$ cat src/rtl/ref_filter_planar_stream.sv
// Planar reference pre-processor: gathers NREF top + NREF left samples, optionally smooths them,
// and emits planar deltas. Define REF_FILTER_SMOOTH_EN to build the [1 2 1] smoothing filter.
module ref_filter_planar_stream #(
    parameter int BIT_DEPTH = 8,
    parameter int NREF      = 8
) (
    input  logic                            CLK1,
    input  logic                            RST_N,
    input  logic                            IN_VALID,
    output logic                            IN_READY,
    input  logic [BIT_DEPTH-1:0]            IN_DATA,
    input  logic                            SMOOTH_ON,
    output logic                            OUT_VALID,
    input  logic                            OUT_READY,
    output logic [NREF*(BIT_DEPTH+1)-1:0]   OUT_TOP,
    output logic [NREF*(BIT_DEPTH+1)-1:0]   OUT_LEFT
);

    localparam int OW   = BIT_DEPTH + 1;
    localparam int CW   = $clog2(2 * NREF);
    localparam int M    = NREF / 2;
    localparam logic [CW-1:0] LAST = CW'(2 * NREF - 1);

    typedef enum logic [1:0] {IDLE, LOAD, CALC, OUT} state_t;

    state_t                 state;
    state_t                 next_state;
    logic [CW-1:0]          cnt;
    logic                   live;
    logic                   accept;
    logic [BIT_DEPTH-1:0]   top_r  [NREF];
    logic [BIT_DEPTH-1:0]   left_r [NREF];
    logic [BIT_DEPTH-1:0]   top_s  [NREF];
    logic [BIT_DEPTH-1:0]   left_s [NREF];
    logic [NREF*OW-1:0]     calc_top;
    logic [NREF*OW-1:0]     calc_left;

    // live holds IN_READY low while reset is asserted and releases it on the first edge after
    assign IN_READY = live && (state == IDLE || state == LOAD);
    assign accept   = IN_VALID && IN_READY;

    always_ff @(posedge CLK1 or negedge RST_N) begin
        if (!RST_N) begin
            state <= IDLE;
            live  <= 1'b0;
        end else begin
            state <= next_state;
            live  <= 1'b1;
        end
    end

    always_comb begin
        next_state = state;
        case (state)
            IDLE: if (accept) next_state = LOAD;
            LOAD: if (accept && cnt == LAST) next_state = CALC;
            CALC: next_state = OUT;
            OUT:  if (OUT_VALID && OUT_READY) next_state = IDLE;
            default: next_state = IDLE;
        endcase
    end

    always_ff @(posedge CLK1 or negedge RST_N) begin
        if (!RST_N) begin
            cnt <= '0;
            for (int unsigned i = 0; i < NREF; i++) begin
                top_r[i]  <= '0;
                left_r[i] <= '0;
            end
        end else if (accept) begin
            cnt <= (cnt == LAST) ? '0 : cnt + 1'b1;
            for (int unsigned i = 0; i < NREF; i++) begin
                if (cnt == CW'(i))        top_r[i]  <= IN_DATA;
                if (cnt == CW'(i + NREF)) left_r[i] <= IN_DATA;
            end
        end
    end

`ifdef REF_FILTER_SMOOTH_EN
    logic                   smooth_q;
    logic [BIT_DEPTH+1:0]   sum_t;
    logic [BIT_DEPTH+1:0]   sum_l;

    always_ff @(posedge CLK1 or negedge RST_N) begin
        if (!RST_N)                        smooth_q <= 1'b0;
        else if (accept && state == IDLE)  smooth_q <= SMOOTH_ON;
    end

    // end samples pass through unfiltered; interior samples take the rounded [1 2 1] average
    always_comb begin
        sum_t = '0;
        sum_l = '0;
        for (int unsigned i = 0; i < NREF; i++) begin
            top_s[i]  = top_r[i];
            left_s[i] = left_r[i];
        end
        if (smooth_q) begin
            for (int unsigned i = 1; i < NREF - 1; i++) begin
                sum_t = {2'b00, top_r[i-1]} + {1'b0, top_r[i], 1'b0}
                      + {2'b00, top_r[i+1]} + (BIT_DEPTH+2)'(2);
                sum_l = {2'b00, left_r[i-1]} + {1'b0, left_r[i], 1'b0}
                      + {2'b00, left_r[i+1]} + (BIT_DEPTH+2)'(2);
                top_s[i]  = sum_t[BIT_DEPTH+1:2];
                left_s[i] = sum_l[BIT_DEPTH+1:2];
            end
        end
    end
`else
    logic unused_smooth_on;
    assign unused_smooth_on = SMOOTH_ON;

    always_comb begin
        for (int unsigned i = 0; i < NREF; i++) begin
            top_s[i]  = top_r[i];
            left_s[i] = left_r[i];
        end
    end
`endif

    always_comb begin
        calc_top  = '0;
        calc_left = '0;
        for (int unsigned i = 0; i < NREF; i++) begin
            if (i < M) begin
                calc_top[i*OW +: OW]  = {1'b0, top_s[M]}  - {1'b0, top_s[i]};
                calc_left[i*OW +: OW] = {1'b0, left_s[M]} - {1'b0, left_s[i]};
            end else begin
                calc_top[i*OW +: OW]  = {1'b0, top_s[i]};
                calc_left[i*OW +: OW] = {1'b0, left_s[i]};
            end
        end
    end

    // results register on the CALC edge; OUT_VALID follows one edge later and drops on handshake
    always_ff @(posedge CLK1 or negedge RST_N) begin
        if (!RST_N) begin
            OUT_TOP   <= '0;
            OUT_LEFT  <= '0;
            OUT_VALID <= 1'b0;
        end else begin
            if (state == CALC) begin
                OUT_TOP  <= calc_top;
                OUT_LEFT <= calc_left;
            end
            if (state == OUT) begin
                if (!OUT_VALID)     OUT_VALID <= 1'b1;
                else if (OUT_READY) OUT_VALID <= 1'b0;
            end
        end
    end

endmodule
$ cat config.mk
export PLATFORM = sky130hd
export DESIGN_NAME = ref_filter_planar_stream
export DESIGN_NICKNAME = d
export VERILOG_FILES = /design/src/rtl/ref_filter_planar_stream.sv
export SDC_FILE = /design/constraint.sdc
export NUM_CORES = 1
export LEC_CHECK = 0
export BUFFER_PORTS_ARGS = -buffer_cell sky130_fd_sc_hd__buf_4
export CAP_MARGIN = 0
export CORE_MARGIN = 2
export CORE_UTILIZATION = 53
export DETAILED_ROUTE_END_ITERATION = 7
export PLACE_DENSITY = 0.76
export SLEW_MARGIN = 25
export SYNTH_ARGS = -nofsm -noshare
export SYNTH_HDL_FRONTEND = slang
export SYNTH_SLANG_ARGS = --single-unit
$ cat constraint.sdc
create_clock -name CLK1 -period 2.2 [get_ports CLK1]
set_input_delay 0.44 -clock CLK1 [delete_from_list [all_inputs] [get_ports CLK1]]
set_output_delay 0.44 -clock CLK1 [all_outputs]
set_load 0.1 [all_outputs]
==> results by group, run 1 <==
Logic synthesis
  – Most used DFF post-synth: dfrtp_1
  – Mapped Cells: 1,152
  – Number of synthesized register bits: 272
  – Yosys cell types: 46
  – Post-synth EDFFs: 0
  – Avg Inst Size Synth: 11.8 um^2
  – Async SR Flop Fraction: 100%
  – Seq/Total Area, Yosys: 50.1%
  – Ys Warns: 0
  – Syn Std Cell Area: 13,600 um^2

Final layout
  – Layout area overhead: 21.5%
  – Layout Nets: 1,417
  – Reg area: 6810 um^2
  – Multi-input gate area: 6350 um^2
  – Commonest non-fill, non-tap cells in the layout: dfrtp_1 (271), mux2_2 (201), buf_4 (170), o21ai_0 (80), inv_1 (79)
  – Ant diodes: 0
  – Share of post-route cells with drive strength above 1: 35.6%
  – Commonest non-fill, non-tap cell in the layout: dfrtp_1
  – Filler Cells Inserted: 1,952

Place
  – GPL Wtd Cong: 0.883
  – Final HPWL DP: 21,000 um
  – # port buffers: 149

Status
  – Outcome: complete, no violations

Detailed routing
  – Initial DRC count: 499
  – M1 wire length: 13,900 um
  – Routed Antenna Nets: 0
  – WL met3: 1810 um
  – DR pass1 iterations: 5
  – Final WL: 31,900 um
  – Vias per cell: 5.68
  – Uppermost routed layer: met4
  – Vias: 9,528
  – DRC: 0
  – Wire length per cell: 19.0 um
  – Metal2 WL: 15,400 um

Clock network
  – Clk slew on worst S/H paths: 0.06 ns
  – CTS buffer count: 30
  – Root Buffer: clkbuf_16
  – Worst skew pair latency: 0.55 ns
  – H-tree levels: 1
  – CTS tree: built
  – CTS Sinks: 272
  – Clock Tree Buf Depth: 3
  – Setup bufs post-CTS: 0

Floorplanning
  – Core area: 25,200 um^2
  – Die Y: 164 um
  – Row count: 58
  – Boundary Pins: 159
  – Starting Density: 54.0%
  – Die Wd: 164 um
  – Die ar.: 26,900 um^2

Timing
  – Fin crit share: 96.3%
  – Final Skew: 0.0106 ns
  – Max Slew Vio Count: 0
  – Fmax: 0.472 GHz
  – Worst Max-Slew Pin Slew: 0.535 ns
  – Max-slew headroom: 64.3%
  – RSZ-0062 raised after global routing: no
  – Min Clock Period, post-route: 2.12 ns
  – Finish-stage setup viols: 0
  – Setup tns final: 0 ns
  – Final Hold Fails: 0

Global routing
  – Global-route wire length before repair: 51,400 um
  – Vias in the first global route: 9,502
  – Antenna violations before repair: 0
  – Largest net degree at the start of global routing: 106
  – Total grt overflow: 0
  – Tot GR Track Use: 24.2%

Worst setup path
  – Crit path kind: flip-flop to flip-flop
  – CP required: 2.62 ns
  – Worst Path Arrival: 2.54 ns
  – Crit path max fanout: 4
  – Crit end category: flip-flop
  – Critical path launch point type: flip-flop

Worst hold path
  – Hold crit path type: primary input to flip-flop

Run
  – MaxCap Viol Count: 0
==> stage by stage <==
stage	area [um^2]	instances	util, %	setup WS [ns]	hold WS [ns]
2_1_floorplan	13600	1159	-	0.154	0.144
3_3_place_gp	15300	1621	60.8	0.0695	0.365
3_5_place_dp	15300	1621	60.8	0.0315	0.361
4_1_cts	16400	1676	65.3	0.00569	0.218
5_1_grt	16500	1676	65.6	0.00825	0.274
6_report	16500	1676	65.6	0.0814	0.231
==> final cells by class <==
| cell class | instances | area share [%] |
|---|---|---|
| clock buffer | 43 | 5.52 |
| tap | 330 | 2.50 |
| multi-input combinational | 754 | 38.4 |
| clock inverter | 11 | 1.13 |
| inverter | 82 | 1.86 |
| timing repair buffer | 184 | 9.33 |
| sequential | 272 | 41.2 |
==> final timing paths <==
check / slack, ns / end / start / depth (start not counted)
worst max-delay path: 0.08 / OUT_TOP[15]$_DFFE_PN0P_ / calc_top[36]$_DFFE_PN0P_ / 8
worst min-delay path: 0.23 / OUT_VALID$_DFFE_PN0N_ / OUT_READY / 4
worst max register to register: 0.08 / OUT_TOP[15]$_DFFE_PN0P_ / calc_top[36]$_DFFE_PN0P_ / 8
worst min register to register: 0.48 / OUT_TOP[4]$_DFFE_PN0P_ / OUT_TOP[4]$_DFFE_PN0P_ / 1
max in group asynchronous: 1.16 / OUT_LEFT[17]$_DFFE_PN0P_ / RST_N / 3
min in group asynchronous: 0.38 / calc_top[57]$_DFFE_PN0P_ / RST_N / 2
==> synth_stat cells, types with 2 or more instances <==
cell / instances / share of area, %
a21o_1: 11 / 0.61
o311ai_0: 8 / 0.52
nand2_1: 57 / 1.6
o2111a_1: 8 / 0.66
o22a_1: 8 / 0.52
ha_1: 72 / 6.6
fa_1: 8 / 1.2
o211a_1: 2 / 0.15
a21oi_1: 63 / 2.3
o31a_1: 3 / 0.19
mux2_2: 201 / 17
o31ai_1: 8 / 0.44
nor3b_1: 3 / 0.17
inv_1: 82 / 2.3
nand3_1: 11 / 0.41
nor3_1: 13 / 0.48
a211oi_1: 12 / 0.66
nor4b_1: 2 / 0.13
nor2b_1: 23 / 1.1
nor2_1: 28 / 0.77
dfrtp_1: 272 / 50
o21ai_0: 80 / 2.9
buf_4: 10 / 0.55
mux2i_1: 11 / 0.81
nor2_2: 8 / 0.37
xnor2_1: 9 / 0.58
a2111oi_0: 5 / 0.32
buf_2: 15 / 0.55
and3_1: 3 / 0.14
conb_1: 2 / 0.055
o41ai_1: 8 / 0.52
clkbuf_1: 26 / 0.72
nor3_4: 4 / 0.48
nand2_4: 4 / 0.33
nand2b_1: 18 / 0.83
nor2_4: 4 / 0.33
or4_1: 3 / 0.17
xor2_1: 8 / 0.52
o2bb2ai_1: 14 / 0.90
o21a_1: 15 / 0.83
or3_1: 5 / 0.23
==> layer usage <==
layer / up-vias / track usage (%)
met2: 244 / 39.3
li1: 4434 / -
met4: 0 / 7.81
met5: - / 0
met3: 59 / 4.27
met1: 4791 / 33.2
==> flip-flops by register name (all words and copies together), names as in the netlist <==
name	flops
live	1
OUT_VALID	1
state	2
OUT_TOP	68
cnt	4
top_r	32
calc_top	32
calc_left	32
left_r	32
OUT_LEFT	68
==> critical path: stages (launching register included) <==
cell and delay, ns:
dfrtp_1 0.34, inv_1 0.05, buf_4 0.14, ha_1 0.21, fa_1 0.43, nor2b_2 0.18
o31ai_2 0.12, and3_1 0.18, or3_1 0.34
==> kinds of logic (layout without fill, tap and decap cells) <==
logic type / count (synthesis) / after routing / synth area share, %
compound gates: 249 / 249 / 11.9
xor+xnor: 17 / 17 / 1.10
fa+ha+maj: 80 / 80 / 7.81
buf+inv: 133 / 320 / 4.09
flops: 272 / 272 / 50.1
mux: 212 / 212 / 17.5
other cells: 2 / 9 / 0.0553
simple gates: 187 / 187 / 7.51
==> what timing repair did <==
action | 4_1_cts | 5_1_grt
endpoints found under the hold margin | 36 | 0
resized for setup | 5 | 24
setup endpoints to repair | 2 | 10
pin swaps | 0 | 2
hold buffers | 1 | 0
Power of run 1 is not shown: default switching activity piles up to over one toggle a cycle in this logic, so the estimate is an artifact.
==> run 2: changes to the inputs <==
--- a/config.mk
+++ b/config.mk
@@ -5,11 +5,13 @@
 export SDC_FILE = /design/constraint.sdc
 export NUM_CORES = 1
 export LEC_CHECK = 0
-export BUFFER_PORTS_ARGS = -buffer_cell sky130_fd_sc_hd__buf_4
+export ABC_CLOCK_PERIOD_IN_PS = 2200
 export CAP_MARGIN = 0
 export CORE_MARGIN = 2
-export CORE_UTILIZATION = 53
+export CORE_UTILIZATION = 58
+export CTS_BUF_LIST = sky130_fd_sc_hd__clkbuf_16
 export DETAILED_ROUTE_END_ITERATION = 7
+export DONT_BUFFER_PORTS = 1
 export PLACE_DENSITY = 0.76
 export SLEW_MARGIN = 25
 export SYNTH_ARGS = -nofsm -noshare
==> results by group, run 2 (synthesis results as in run 1) <==
Global routing
  – Antenna violations before repair: 0 (unchanged)
  – Total grt overflow: 0 (unchanged)
  – Global-route wire length before repair: 48,600 um (was 51,400 um)
  – Tot GR Track Use: 25.1% (was 24.2%)
  – Vias in the first global route: 9,088 (was 9,502)
  – Largest net degree at the start of global routing: 273 (was 106)

Detailed routing
  – DR pass1 iterations: 5 (unchanged)
  – Initial DRC count: 560 (was 499)
  – Vias: 9,127 (was 9,528)
  – Wire length per cell: 19.5 um (was 19.0 um)
  – Final WL: 30,800 um (was 31,900 um)
  – DRC: 0 (unchanged)
  – Routed Antenna Nets: 0 (unchanged)
  – Vias per cell: 5.78 (was 5.68)

Timing
  – Final Hold Fails: 272 (was 0)
  – Max Slew Vio Count: 0 (unchanged)
  – Finish-stage setup viols: 0 (unchanged)
  – Max-slew headroom: 36.7% (was 64.3%)
  – Setup tns final: 0 ns (unchanged)
  – Final Skew: 0.00826 ns (was 0.0106 ns)
  – Fmax: 0.474 GHz (was 0.472 GHz)
  – Hold WS: -0.402 ns (was 0.231 ns)
  – Min Clock Period, post-route: 2.11 ns (was 2.12 ns)
  – Worst Max-Slew Pin Slew: 0.950 ns (was 0.535 ns)
  – RSZ-0062 raised after global routing: no (unchanged)
  – Fin crit share: 95.9% (was 96.3%)

Floorplanning
  – Die ar.: 24,700 um^2 (was 26,900 um^2)
  – Die Y: 157 um (was 164 um)
  – Core area: 23,300 um^2 (was 25,200 um^2)
  – Die Wd: 157 um (was 164 um)
  – Boundary Pins: 159 (unchanged)
  – Row count: 56 (was 58)
  – Starting Density: 58.4% (was 54.0%)

Clock network
  – CTS tree: built (unchanged)
  – H-tree levels: 1 (unchanged)
  – Worst skew pair latency: 0.54 ns (was 0.55 ns)
  – CTS Sinks: 272 (unchanged)
  – Root Buffer: clkbuf_16 (unchanged)
  – Clock Tree Buf Depth: 3 (unchanged)
  – Clk slew on worst S/H paths: 0.06 ns (about the same)
  – CTS buffer count: 28 (was 30)

Final layout
  – Multi-input gate area: 6320 um^2 (was 6350 um^2)
  – Filler Cells Inserted: 1,734 (was 1,952)
  – Commonest non-fill, non-tap cells in the layout: dfrtp_1 (272), mux2_2 (201), buf_4 (87), inv_1 (82), o21ai_0 (80) (was dfrtp_1 (271), mux2_2 (201), buf_4 (170), o21ai_0 (80), inv_1 (79))
  – Layout Nets: 1,329 (was 1,417)
  – Layout area overhead: 15.2% (was 21.5%)
  – Commonest non-fill, non-tap cell in the layout: dfrtp_1 (unchanged)
  – Regs by FF count: OUT_LEFT x68, OUT_TOP x68 (unchanged)
  – Share of post-route cells with drive strength above 1: 30.0% (was 35.6%)
  – Reg area: 6810 um^2 (about the same)

Worst setup path
  – Crit end category: output pin (was flip-flop)
  – Crit path max fanout: 4 (unchanged)
  – Crit path kind: flip-flop to output pin (was flip-flop to flip-flop)
  – Critical path launch point type: flip-flop (unchanged)
  – Worst Path Arrival: 1.67 ns (was 2.54 ns)
  – FF-to-FF setup slack: 0.10 ns (was 0.08 ns)
  – CP required: 1.76 ns (was 2.62 ns)

Status
  – Outcome: complete, but fails checks (was complete, no violations)
  – Failing checks: negative hold slack

Place
  – GPL Wtd Cong: 0.875 (was 0.883)
  – # port buffers: 0 (was 149)
  – Final HPWL DP: 19,700 um (was 21,000 um)

Run
  – MaxCap Viol Count: 0 (unchanged)

Worst hold path
  – Hold crit path type: primary input to asynchronous set/reset pin (was primary input to flip-flop)
## run 2: cell count changes in the layout (fill, tap and decap cells not counted), moves of 3 or more
cell / previous run / this run
a2111oi_0: 0 / 3
clkinvlp_4: 1 / 6
buf_4: 170 / 87
clkinv_1: 0 / 6
clkbuf_1: 3 / 0
o31ai_2: 5 / 2
inv_1: 79 / 82
clkbuf_8: 9 / 0
o31ai_1: 3 / 6
## run 2: path summary, 6_finish.rpt
check / cells past startpoint / start / endpoint
max in group asynchronous: 0 / RST_N / OUT_TOP[2]$_DFFE_PN0P_
min in group CLK1: 1 / IN_DATA[7] / calc_left[70]$_DFFE_PN0P_
setup reg to reg: 7 / calc_left[36]$_DFFE_PN0P_ / OUT_LEFT[15]$_DFFE_PN0P_
hold reg to reg: 1 / OUT_LEFT[31]$_DFFE_PN0P_ / OUT_LEFT[31]$_DFFE_PN0P_
setup / recovery: 5 / state[0]$_DFFE_PN0P_ / IN_READY
hold / removal: 0 / RST_N / OUT_TOP[47]$_DFFE_PN0P_
## run 2: cell type report
type | count | share of cell area (%)
diodes | 1 | 0.0160
clock buffers | 29 | 4.64
clock inverters | 23 | 1.43
inverters | 82 | 1.97
multi-input cells | 754 | 40.3
flip-flops and latches | 272 | 43.5
well taps | 319 | 2.55
repair buffers | 98 | 5.58
## run 2: per-layer routing
layer	vias to the layer above	global-route usage, %	routed length [um]
li1	4271	-	-
met3	62	4.76	2030
met4	0	7.66	771
met5	-	0	0
met2	268	40.6	14400
met1	4526	34.7	13600
## run 2: critical path, cell delays in order, from the launching register on
cell,delay [ns]
dfrtp_1,0.39
inv_2,0.12
ha_4,0.15
buf_4,0.12
o21a_1,0.17
buf_12,0.18
## run 2: timing repair
action / in CTS / in global routing
pin swaps: 0 / 1
setup endpoints to repair: 1 / 7
buffers inserted: 2 / 1
resized for setup: 5 / 12
cloned: 0 / 0
endpoints found under the hold margin: 272 / 272
## run 2: per-stage QoR
| step | utilization (%) | cells | hold slack [ns] | area, um^2 | setup WS (ns) |
|---|---|---|---|---|---|
| finish | 67.3 | 1578 | -0.402 | 15700 | 0.0899 |
| CTS | 67.1 | 1576 | -0.419 | 15600 | 0.0231 |
| global route | 67.3 | 1577 | -0.422 | 15700 | 0.00265 |
| floorplan | - | 1159 | 0.144 | 13600 | 0.154 |
| detailed placement | 62.8 | 1522 | 0.150 | 14600 | 0.0424 |
| global placement | 62.8 | 1522 | 0.151 | 14600 | 0.0881 |
Power of run 2 is left out for the same reason.
